## src/rtl/muldiv_pkg.sv

```systemverilog
// muldiv_pkg: funct codes, FSM state codes and widths shared by the EX multiply/divide unit.
package muldiv_pkg;
  localparam int XLEN = 32;
  localparam int CNT_W = 6;
  localparam logic [CNT_W-1:0] LAST_ITER = 6'd31;
  localparam logic [5:0] F_MFHI = 6'h10;
  localparam logic [5:0] F_MTHI = 6'h11;
  localparam logic [5:0] F_MFLO = 6'h12;
  localparam logic [5:0] F_MTLO = 6'h13;
  localparam logic [5:0] F_MULT = 6'h18;
  localparam logic [5:0] F_MULTU = 6'h19;
  localparam logic [5:0] F_DIV = 6'h1A;
  localparam logic [5:0] F_DIVU = 6'h1B;
  localparam logic [1:0] S_IDLE = 2'd0;
  localparam logic [1:0] S_MUL = 2'd1;
  localparam logic [1:0] S_DIV = 2'd2;
  localparam logic [1:0] S_FIX = 2'd3;
  function automatic logic [XLEN-1:0] mag(input logic [XLEN-1:0] v, input logic neg);
    return neg ? -v : v;
  endfunction
endpackage

```

## src/rtl/muldiv_datapath.sv

```systemverilog
// muldiv_datapath: shift-add multiplier / restoring divider registers and final sign correction.
// With MULDIV_EARLY_TERM_EN, mul_stop flags that no multiplier bits remain after this step.
module muldiv_datapath
  import muldiv_pkg::*;
#(
  parameter logic [XLEN-1:0] DIV0_LO = 32'hFFFF_FFFF
) (
  input  logic            clk,
  input  logic            start,
  input  logic [5:0]      funct,
  input  logic [XLEN-1:0] a,
  input  logic [XLEN-1:0] b,
  input  logic            step_mul,
  input  logic            step_div,
  output logic            mul_stop,
  output logic [XLEN-1:0] res_hi,
  output logic [XLEN-1:0] res_lo
);
  logic [63:0] acc, mcand, prod;
  logic [31:0] mplier;
  logic [32:0] diff;
  logic neg_lo, neg_hi, is_mul, mul_op, sgn, sa, sb, dz;
  always_comb begin
    mul_op = funct == F_MULT || funct == F_MULTU;
    sgn = funct == F_MULT || funct == F_DIV;
    sa = sgn & a[31];
    sb = sgn & b[31];
    dz = !mul_op && b == '0;
    diff = acc[63:31] - {1'b0, mcand[31:0]};
    prod = neg_lo ? -acc : acc;
    res_hi = is_mul ? prod[63:32] : mag(acc[63:32], neg_hi);
    res_lo = is_mul ? prod[31:0] : mag(acc[31:0], neg_lo);
  end
`ifdef MULDIV_EARLY_TERM_EN
  assign mul_stop = mplier[31:1] == '0;
`else
  assign mul_stop = 1'b0;
`endif
  // Divide: acc = {remainder, quotient}; multiply: acc accumulates the 64-bit magnitude.
  always_ff @(posedge clk) begin
    if (start) begin
      is_mul <= mul_op;
      neg_lo <= !dz & (sa ^ sb);
      neg_hi <= !dz & (mul_op ? sa ^ sb : sa);
      mcand <= {32'b0, mul_op ? mag(a, sa) : mag(b, sb)};
      mplier <= mag(b, sb);
      acc <= mul_op ? 64'b0 : dz ? {a, DIV0_LO} : {32'b0, mag(a, sa)};
    end else if (step_mul) begin
      acc <= acc + (mplier[0] ? mcand : 64'b0);
      mcand <= mcand << 1;
      mplier <= mplier >> 1;
    end else if (step_div) begin
      acc <= diff[32] ? {acc[62:0], 1'b0} : {diff[31:0], acc[30:0], 1'b1};
    end
  end
endmodule

```

## src/rtl/ex_muldiv_unit.sv

```systemverilog
// ex_muldiv_unit: EX-stage iterative MULT/DIV with HI/LO, MFHI/MFLO/MTHI/MTLO and stall control.
// Optional MULDIV_EARLY_TERM_EN ends MUL once the remaining multiplier bits are zero.
module ex_muldiv_unit
  import muldiv_pkg::*;
#(
  parameter int WIDTH = 32,
  parameter logic [WIDTH-1:0] DIV0_LO = 32'hFFFF_FFFF
) (
  input  logic             clk,
  input  logic             rst,
  input  logic             op_valid,
  input  logic [5:0]       funct_in,
  input  logic [WIDTH-1:0] rs_data,
  input  logic [WIDTH-1:0] rt_data,
  input  logic             flush,
  output logic             busy,
  output logic             done,
  output logic             div_by_zero,
  output logic [WIDTH-1:0] result,
  output logic [WIDTH-1:0] hi,
  output logic [WIDTH-1:0] lo
);
  logic [1:0] state;
  logic [CNT_W-1:0] cnt;
  logic accept, is_mul_f, is_div_f, mul_stop;
  logic [WIDTH-1:0] res_hi, res_lo;
  assign accept = state == S_IDLE && op_valid && !flush;
  assign is_mul_f = funct_in == F_MULT || funct_in == F_MULTU;
  assign is_div_f = funct_in == F_DIV || funct_in == F_DIVU;
  assign busy = state != S_IDLE;
  muldiv_datapath #(.DIV0_LO(DIV0_LO)) u_dp (
    .clk(clk),
    .start(accept && (is_mul_f || is_div_f)),
    .funct(funct_in),
    .a(rs_data),
    .b(rt_data),
    .step_mul(state == S_MUL),
    .step_div(state == S_DIV),
    .mul_stop(mul_stop),
    .res_hi(res_hi),
    .res_lo(res_lo)
  );
  always_ff @(posedge clk or posedge rst) begin
    if (rst) begin
      state <= S_IDLE;
      cnt <= '0;
      hi <= '0;
      lo <= '0;
      result <= '0;
      done <= 1'b0;
      div_by_zero <= 1'b0;
    end else begin
      done <= 1'b0;
      case (state)
        S_IDLE: if (accept) begin
          if (funct_in == F_MTHI) hi <= rs_data;
          if (funct_in == F_MTLO) lo <= rs_data;
          if (funct_in == F_MFHI) result <= hi;
          if (funct_in == F_MFLO) result <= lo;
          if (is_mul_f) state <= S_MUL;
          if (is_div_f) begin
            div_by_zero <= rt_data == '0;
            state <= rt_data == '0 ? S_FIX : S_DIV;
          end
          cnt <= '0;
        end
        S_MUL: begin
          state <= flush ? S_IDLE : (mul_stop || cnt == LAST_ITER) ? S_FIX : S_MUL;
          cnt <= cnt + 1'b1;
        end
        S_DIV: begin
          state <= flush ? S_IDLE : cnt == LAST_ITER ? S_FIX : S_DIV;
          cnt <= cnt + 1'b1;
        end
        default: begin
          state <= S_IDLE;
          if (!flush) begin
            hi <= res_hi;
            lo <= res_lo;
            done <= 1'b1;
          end
        end
      endcase
    end
  end
endmodule

```

## config.mk

```make
export PLATFORM = sky130hd
export DESIGN_NAME = ex_muldiv_unit
export DESIGN_NICKNAME = d
export VERILOG_FILES = /design/src/rtl/muldiv_pkg.sv /design/src/rtl/muldiv_datapath.sv /design/src/rtl/ex_muldiv_unit.sv
export SDC_FILE = /design/constraint.sdc
export NUM_CORES = 1
export LEC_CHECK = 0
export ABC_AREA = 1
export CORE_MARGIN = 2
export CORE_UTILIZATION = 55
export DETAILED_ROUTE_END_ITERATION = 8
export PLACE_DENSITY = 0.74
export SYNTH_ARGS = -nofsm -noshare
export SYNTH_HDL_FRONTEND = slang
export SYNTH_HIERARCHICAL = 1
export SYNTH_SLANG_ARGS = --single-unit
```

## constraint.sdc

```tcl
create_clock -name clk -period 6.31 [get_ports clk]
set_input_delay 0.631 -clock clk [delete_from_list [all_inputs] [get_ports clk]]
set_output_delay 0.631 -clock clk [all_outputs]
set_load 0.005 [all_outputs]
```

### Word-level counts from Yosys, hierarchy flattened

Cells that the tools add are included.

| word-level totals | value |
|---|---|
| register bits | 269 |
| logic and storage cells | 113 |

| operators by class | value |
|---|---|
| add/subtract/negate cells | 8 |
| equality and inequality tests | 16 |
| multiplexer cells | 43 |
| bitwise logic cells | 6 |
| reductions and logical operators | 26 |

Operators by type and width:

| operator | count |
|---|---|
| 32-bit two-way mux | 19 |
| 64-bit two-way mux | 8 |
| 32-bit negator | 4 |
| 32-bit case mux with 2 select lines | 2 |
| 64-bit adder | 1 |
| 64-bit negator | 1 |
| 6-bit by 5-bit == test with 1-bit output (second input constant) | 9 |
| 33-bit by 32-bit subtractor with 33-bit output | 1 |
| 32-bit zero test | 1 |
| 2-bit two-way mux | 6 |
| 6-bit case mux with 2 select lines | 1 |
| 4-bit AND reduction | 2 |
| 2-bit nonzero test | 4 |
| 6-bit by 1-bit adder with 6-bit output (second input constant) | 1 |
| 6-bit two-way mux | 1 |
| 2-bit by 1-bit != test with 1-bit output (second input constant) | 3 |
| 2-bit case mux with 3 select lines | 1 |
| 3-bit AND reduction | 2 |
| 1-bit two-way mux | 5 |
| 1-bit bitwise AND | 4 |
| 1-bit logical AND | 4 |
| 1-bit logical OR | 4 |
| 2-bit AND reduction | 2 |
| 1-bit zero test | 3 |
| other kinds (10) | 10 |

### Longest topological paths before layout

| depth | value |
|---|---|
| depth in word-level cells | 7 |
| mapped depth | 21 |
| mapped depth without buffers | 20 |

### By module

The synthesis kept the hierarchy.

By module, submodules not included:

| module | instances | cells each | area each (um2) |
|---|---|---|---|
| muldiv_datapath | 1 | 3670 | 21030.2 |
| ex_muldiv_unit | 1 | 737 | 5362.6 |

### Worst setup path after synthesis

No wires, ideal clock.

| path | value |
|---|---|
| path type | flip-flop to flip-flop |
| start point | reg state[0] |
| end point | reg u_dp.mcand[0], enable pin |
| setup time | 454 ps |
| arrival | 3618 ps |
| required time | 5856 ps |
| setup slack | 2238 ps |
| stages on the path, launching flop included | 10 |
| path buffers | 3 |
| period minus slack after synthesis | 4072 ps |
| cells stage by stage | dfrtp_1 -> inv_1 -> ha_1 -> buf_2 -> nand3_4 -> nor2_1 -> clkbuf_1 -> nor2_1 -> inv_1 -> clkbuf_1 |

| between the ends | value |
|---|---|
| cells in the longest elaborated chain, start to end | 5 |

Ends and longest elaborated chain:

| item | line | RTL |
|---|---|---|
| from (decl) | ex_muldiv_unit.sv:23 | `logic [1:0] state;` |
| from (signal assigned) | ex_muldiv_unit.sv:63 | `state <= rt_data == '0 ? S_FIX : S_DIV;` |
| from (signal assigned) | ex_muldiv_unit.sv:68 | `state <= flush ? S_IDLE : (mul_stop \|\| cnt == LAST_ITER) ? S_FIX : S_MUL;` |
| from (signal assigned) | ex_muldiv_unit.sv:72 | `state <= flush ? S_IDLE : cnt == LAST_ITER ? S_FIX : S_DIV;` |
| 2-bit zero test | ex_muldiv_unit.sv:27 | `assign accept = state == S_IDLE && op_valid && !flush;` |
| 1-bit logical AND (2 in a row) | ex_muldiv_unit.sv:27 |  |
| 1-bit logical AND | ex_muldiv_unit.sv:33 | `.start(accept && (is_mul_f \|\| is_div_f)),` |
| 2-bit nonzero test (no source line) (*) | - |  |
| to (signal assigned) | muldiv_datapath.sv:45 | `mcand <= {32'b0, mul_op ? mag(a, sa) : mag(b, sb)};` |
| to (signal assigned) | muldiv_datapath.sv:50 | `mcand <= mcand << 1;` |
| to (decl) | muldiv_datapath.sv:19 | `logic [63:0] acc, mcand, prod;` |

Mark *: on every way between the ends. The rest lies on a longest branch, timed or not.
A chain may end at the register's enable or synchronous reset.

### Worst setup path in the final report

| path | value |
|---|---|
| start point | reg state[1] |
| end point | reg u_dp.acc[5] (data pin) |

| between the ends | value |
|---|---|
| cells in the longest elaborated chain, start to end | 5 |

Ends and longest elaborated chain:

| item | line | RTL |
|---|---|---|
| 2-bit zero test | ex_muldiv_unit.sv:27 |  |
| 1-bit logical AND (2 in a row) | ex_muldiv_unit.sv:27 |  |
| 1-bit logical AND | ex_muldiv_unit.sv:33 |  |
| 64-bit two-way mux (*) | muldiv_datapath.sv:41 | `if (start) begin` |
| to (signal assigned) | muldiv_datapath.sv:47 | `acc <= mul_op ? 64'b0 : dz ? {a, DIV0_LO} : {32'b0, mag(a, sa)};` |
| to (signal assigned) | muldiv_datapath.sv:49 | `acc <= acc + (mplier[0] ? mcand : 64'b0);` |
| to (signal assigned) | muldiv_datapath.sv:53 | `acc <= diff[32] ? {acc[62:0], 1'b0} : {diff[31:0], acc[30:0], 1'b1};` |
| to (decl) | muldiv_datapath.sv:19 |  |

Marked as above.

==> results.tsv <==
stage	metric	value	unit
placement	dpl.hpwl	91440	um
clock_tree	cts.path.max_buffers	3	
clock_tree	cts_resized	0	
global_routing	antenna_found_initial	7	
route	vias	29960	
route	drt-pass1-iter-count	9	
sta	fmax	248.7	MHz
layout	multi_input_area	15620	um2
logic_synthesis	seq_area_frac_synth	0.2738	
logic_synthesis	async_flop_share	0.3941	
logic_synthesis	ys_ff_latch	269	
placement	io_buffer_count	172	
global_routing	grt_pass1_vias	26840	
die	dieWidth	223.1	um
sta	setup_violations	0	
logic_synthesis	ys_types	65	
clock_tree	cts_tree	done	
setup_path	startpoint_type	register	
clock_tree	htree_levels	2	
pwr	power_density	616.2	nW/um2
layout	drive_above_1_share	0.03550	
die	die_y	223.1	um
sta	setup_slack	2.289	ns
pwr	peakVddDrop	0.3991	mV
sta	post-route-period-util	0.6373	
global_routing	grt_pass1_wl	168600	um
die	core	47550	um2
layout	nets	4691	
setup_path	end_kind	register	
clock_tree	cts_buffers	34	
global_routing	grt_max_degree	130	
sta	slew_viol_final	0	
layout	area_growth	11.97	%
die	ios	173	
placement	dp_slack	2.319	ns
route	viasPerCell	5.815	
die	num_rows	80	
logic_synthesis	yosys_warnings	6	
logic_synthesis	synth_area	26390	um2
die	initial_core_util	0.5551	
clock_tree	clock_sinks	269	
clock_tree	clock_latency	0.59	ns
sta	finClkSkew	0.03645	ns
sta	rsz0062_at_grt	false	
worst_hold_path	min_path_type	input port to asynchronous set/reset pin	
layout	fill_cells	4725	
sta	fin_tns_setup	0	ns
global_routing	grt_usage	0.4583	
setup_path	path_class	register to register	
sta	fin_crit	4.021	ns
sta	hold_viol_final	0	
run_status	status	complete, no violations	
layout	regArea	7227	um2
logic_synthesis	synth_top_flop_cell	edfxtp_1	
route	drt-initial-drc-count	4089	
sta	tightest_slew	1.081	ns
setup_path	worstPathArrival	4.43	ns
die	die_area	49760	um2
global_routing	grt_overflow	0	
flow_run	max-cap-violations	0	
setup_path	critPathRequiredTime	6.72	ns
placement	place_congestion	1.136	
route	routed_wl	116200	um
pwr	leakagePower	15.59	nW
clock_tree	ctsHoldBuffers	0	
route	wl_per_cell	22.56	um
logic_synthesis	syn_inst	4407	
clock_tree	post-cts-setup-buffers	0	
route	antenna_left	0	
route	drc	0	
setup_path	crit_fanout	80	
sta	slew_headroom	0.2792	
logic_synthesis	syn_nets	4588	
clock_tree	path_clk_slew	0.06	ns
clock_tree	root_buffer	clkbuf_16	
logic_synthesis	synth_area_per_cell	5.989	um2
logic_synthesis	synth_edf_count	131	
synth_stat cells, drive strengths merged, types with 12 or more instances:
cell type,n,share of area
dfxtp,32,0.024
buf,65,0.014
a21oi,139,0.027
nor2,411,0.060
dfrtp,106,0.10
edfxtp,131,0.15
o211ai,16,0.0046
nand3,241,0.047
xor2,128,0.042
ha,105,0.050
nand3b,24,0.0068
nand4,36,0.0097
o21ai,223,0.043
o22ai,39,0.0092
o21a,16,0.0046
xnor2,18,0.0060
nand2,1688,0.24
clkbuf,59,0.010
nor3,46,0.0099
nor4,12,0.0034
a31oi,35,0.0083
inv,775,0.11
stage by stage:
| step | hold slack [ns] | instances | area, um2 | util | total power [mW] |
|---|---|---|---|---|---|
| final | 0.4510 | 5152 | 29550 | 0.6216 | 18.21 |
| after global routing | 0.4974 | 5150 | 29550 | 0.6215 | 19.26 |
| after CTS | 0.4620 | 5150 | 29550 | 0.6215 | 17.61 |
| after detailed placement | 0.4796 | 5089 | 28420 | 0.5978 | 15.53 |
| after global placement | 0.4657 | 5089 | 28420 | 0.5978 | 15.40 |
| after floorplan | 0.4281 | 4407 | 26390 | - | 11.23 |
per-layer routing:
layer,wire (um),vias up,track usage
met1,43510,13520,0.5812
met3,16070,455,0.1395
li1,-,13940,-
met5,37,-,0
met4,9275,6,0.3018
met2,47340,2039,0.6747
registers in the layout (all words and copies together) (netlist names):
| name | cells |
|---|---|
| u_dp/acc | 64 |
| u_dp/mcand | 64 |
| hi | 32 |
| lo | 32 |
| result | 32 |
| u_dp/mplier | 32 |
| cnt | 6 |
| state | 2 |
| div_by_zero | 1 |
| done | 1 |
| u_dp/is_mul | 1 |
| u_dp/neg_hi | 1 |
| u_dp/neg_lo | 1 |
area by class of cell:
class,count,area share
Timing Repair Buffer,191,0.06351
Clock inverter,21,0.007155
Sequential cell,269,0.2445
Inverter,778,0.09898
Antenna cell,2,0.0001693
Multi-Input combinational cell,3236,0.5287
Clock buffer,40,0.03095
Tap cell,615,0.02604
cells by family after synthesis:
kind of cell	Yosys count	share of synthesized area
AOI/OAI and AO/OA	503	0.1073
other	1	0.0001421
DFF	269	0.2738
xor gates and xnor gates	146	0.04845
and+or+nand+nor	2479	0.3844
buffers and inverters	902	0.1346
adders and majority gates	107	0.05129
critical path, stage by stage (launching register included):
cell and delay (ns):
dfrtp_1 0.41, inv_1 0.10, ha_1 0.61, inv_2 0.05
buf_4 0.35, nor2_1 0.70, clkinv_1 0.76, buf_4 0.46
a21oi_1 0.14, o21ai_0 0.09, o211ai_1 0.11
cell usage in the layout, fill, tap and decap left out, types with 16 or more instances in the layout:
cell | synthesis | routed
a21oi_1 | 134 | 134
a31oi_1 | 35 | 35
buf_4 | 11 | 18
clkbuf_16 | 0 | 35
clkdlybuf4s50_1 | 0 | 172
dfrtp_1 | 106 | 106
dfxtp_1 | 32 | 32
edfxtp_1 | 131 | 131
ha_1 | 105 | 105
inv_1 | 759 | 757
inv_2 | 16 | 17
nand2_1 | 1662 | 1662
nand2_2 | 24 | 24
nand3_1 | 238 | 238
nand3b_1 | 24 | 24
nand4_1 | 34 | 34
nor2_1 | 397 | 396
nor3_1 | 41 | 41
o211ai_1 | 16 | 16
o21ai_0 | 207 | 207
o22ai_1 | 39 | 39
xnor2_1 | 18 | 18
xor2_1 | 128 | 128
path summary, 6_finish.rpt:
kind                                     start        endpoint  slack [ns]  cells after the start
worst min-delay path                       rst       result[7]        0.45                      2
worst min register to register  u_dp/mcand[52]  u_dp/mcand[53]        0.49                      2
worst max register to register        state[1]     u_dp/acc[5]        2.29                     10
max in group asynchronous                  rst          cnt[2]        4.64                      3
min in group clk                u_dp/mcand[52]  u_dp/mcand[53]        0.49                      2
worst max-delay path                  state[1]     u_dp/acc[5]        2.29                     10
report_power, final:
part / internal, mW / leakage [nW] / switching [mW] / total (mW)
combinational: 3.69 / 12.2 / 8.09 / 11.8
sequential: 3.02 / 2.88 / 1.37 / 4.39
clock: 1.17 / 0.559 / 0.874 / 2.05
(Power assumes the default switching activity.)
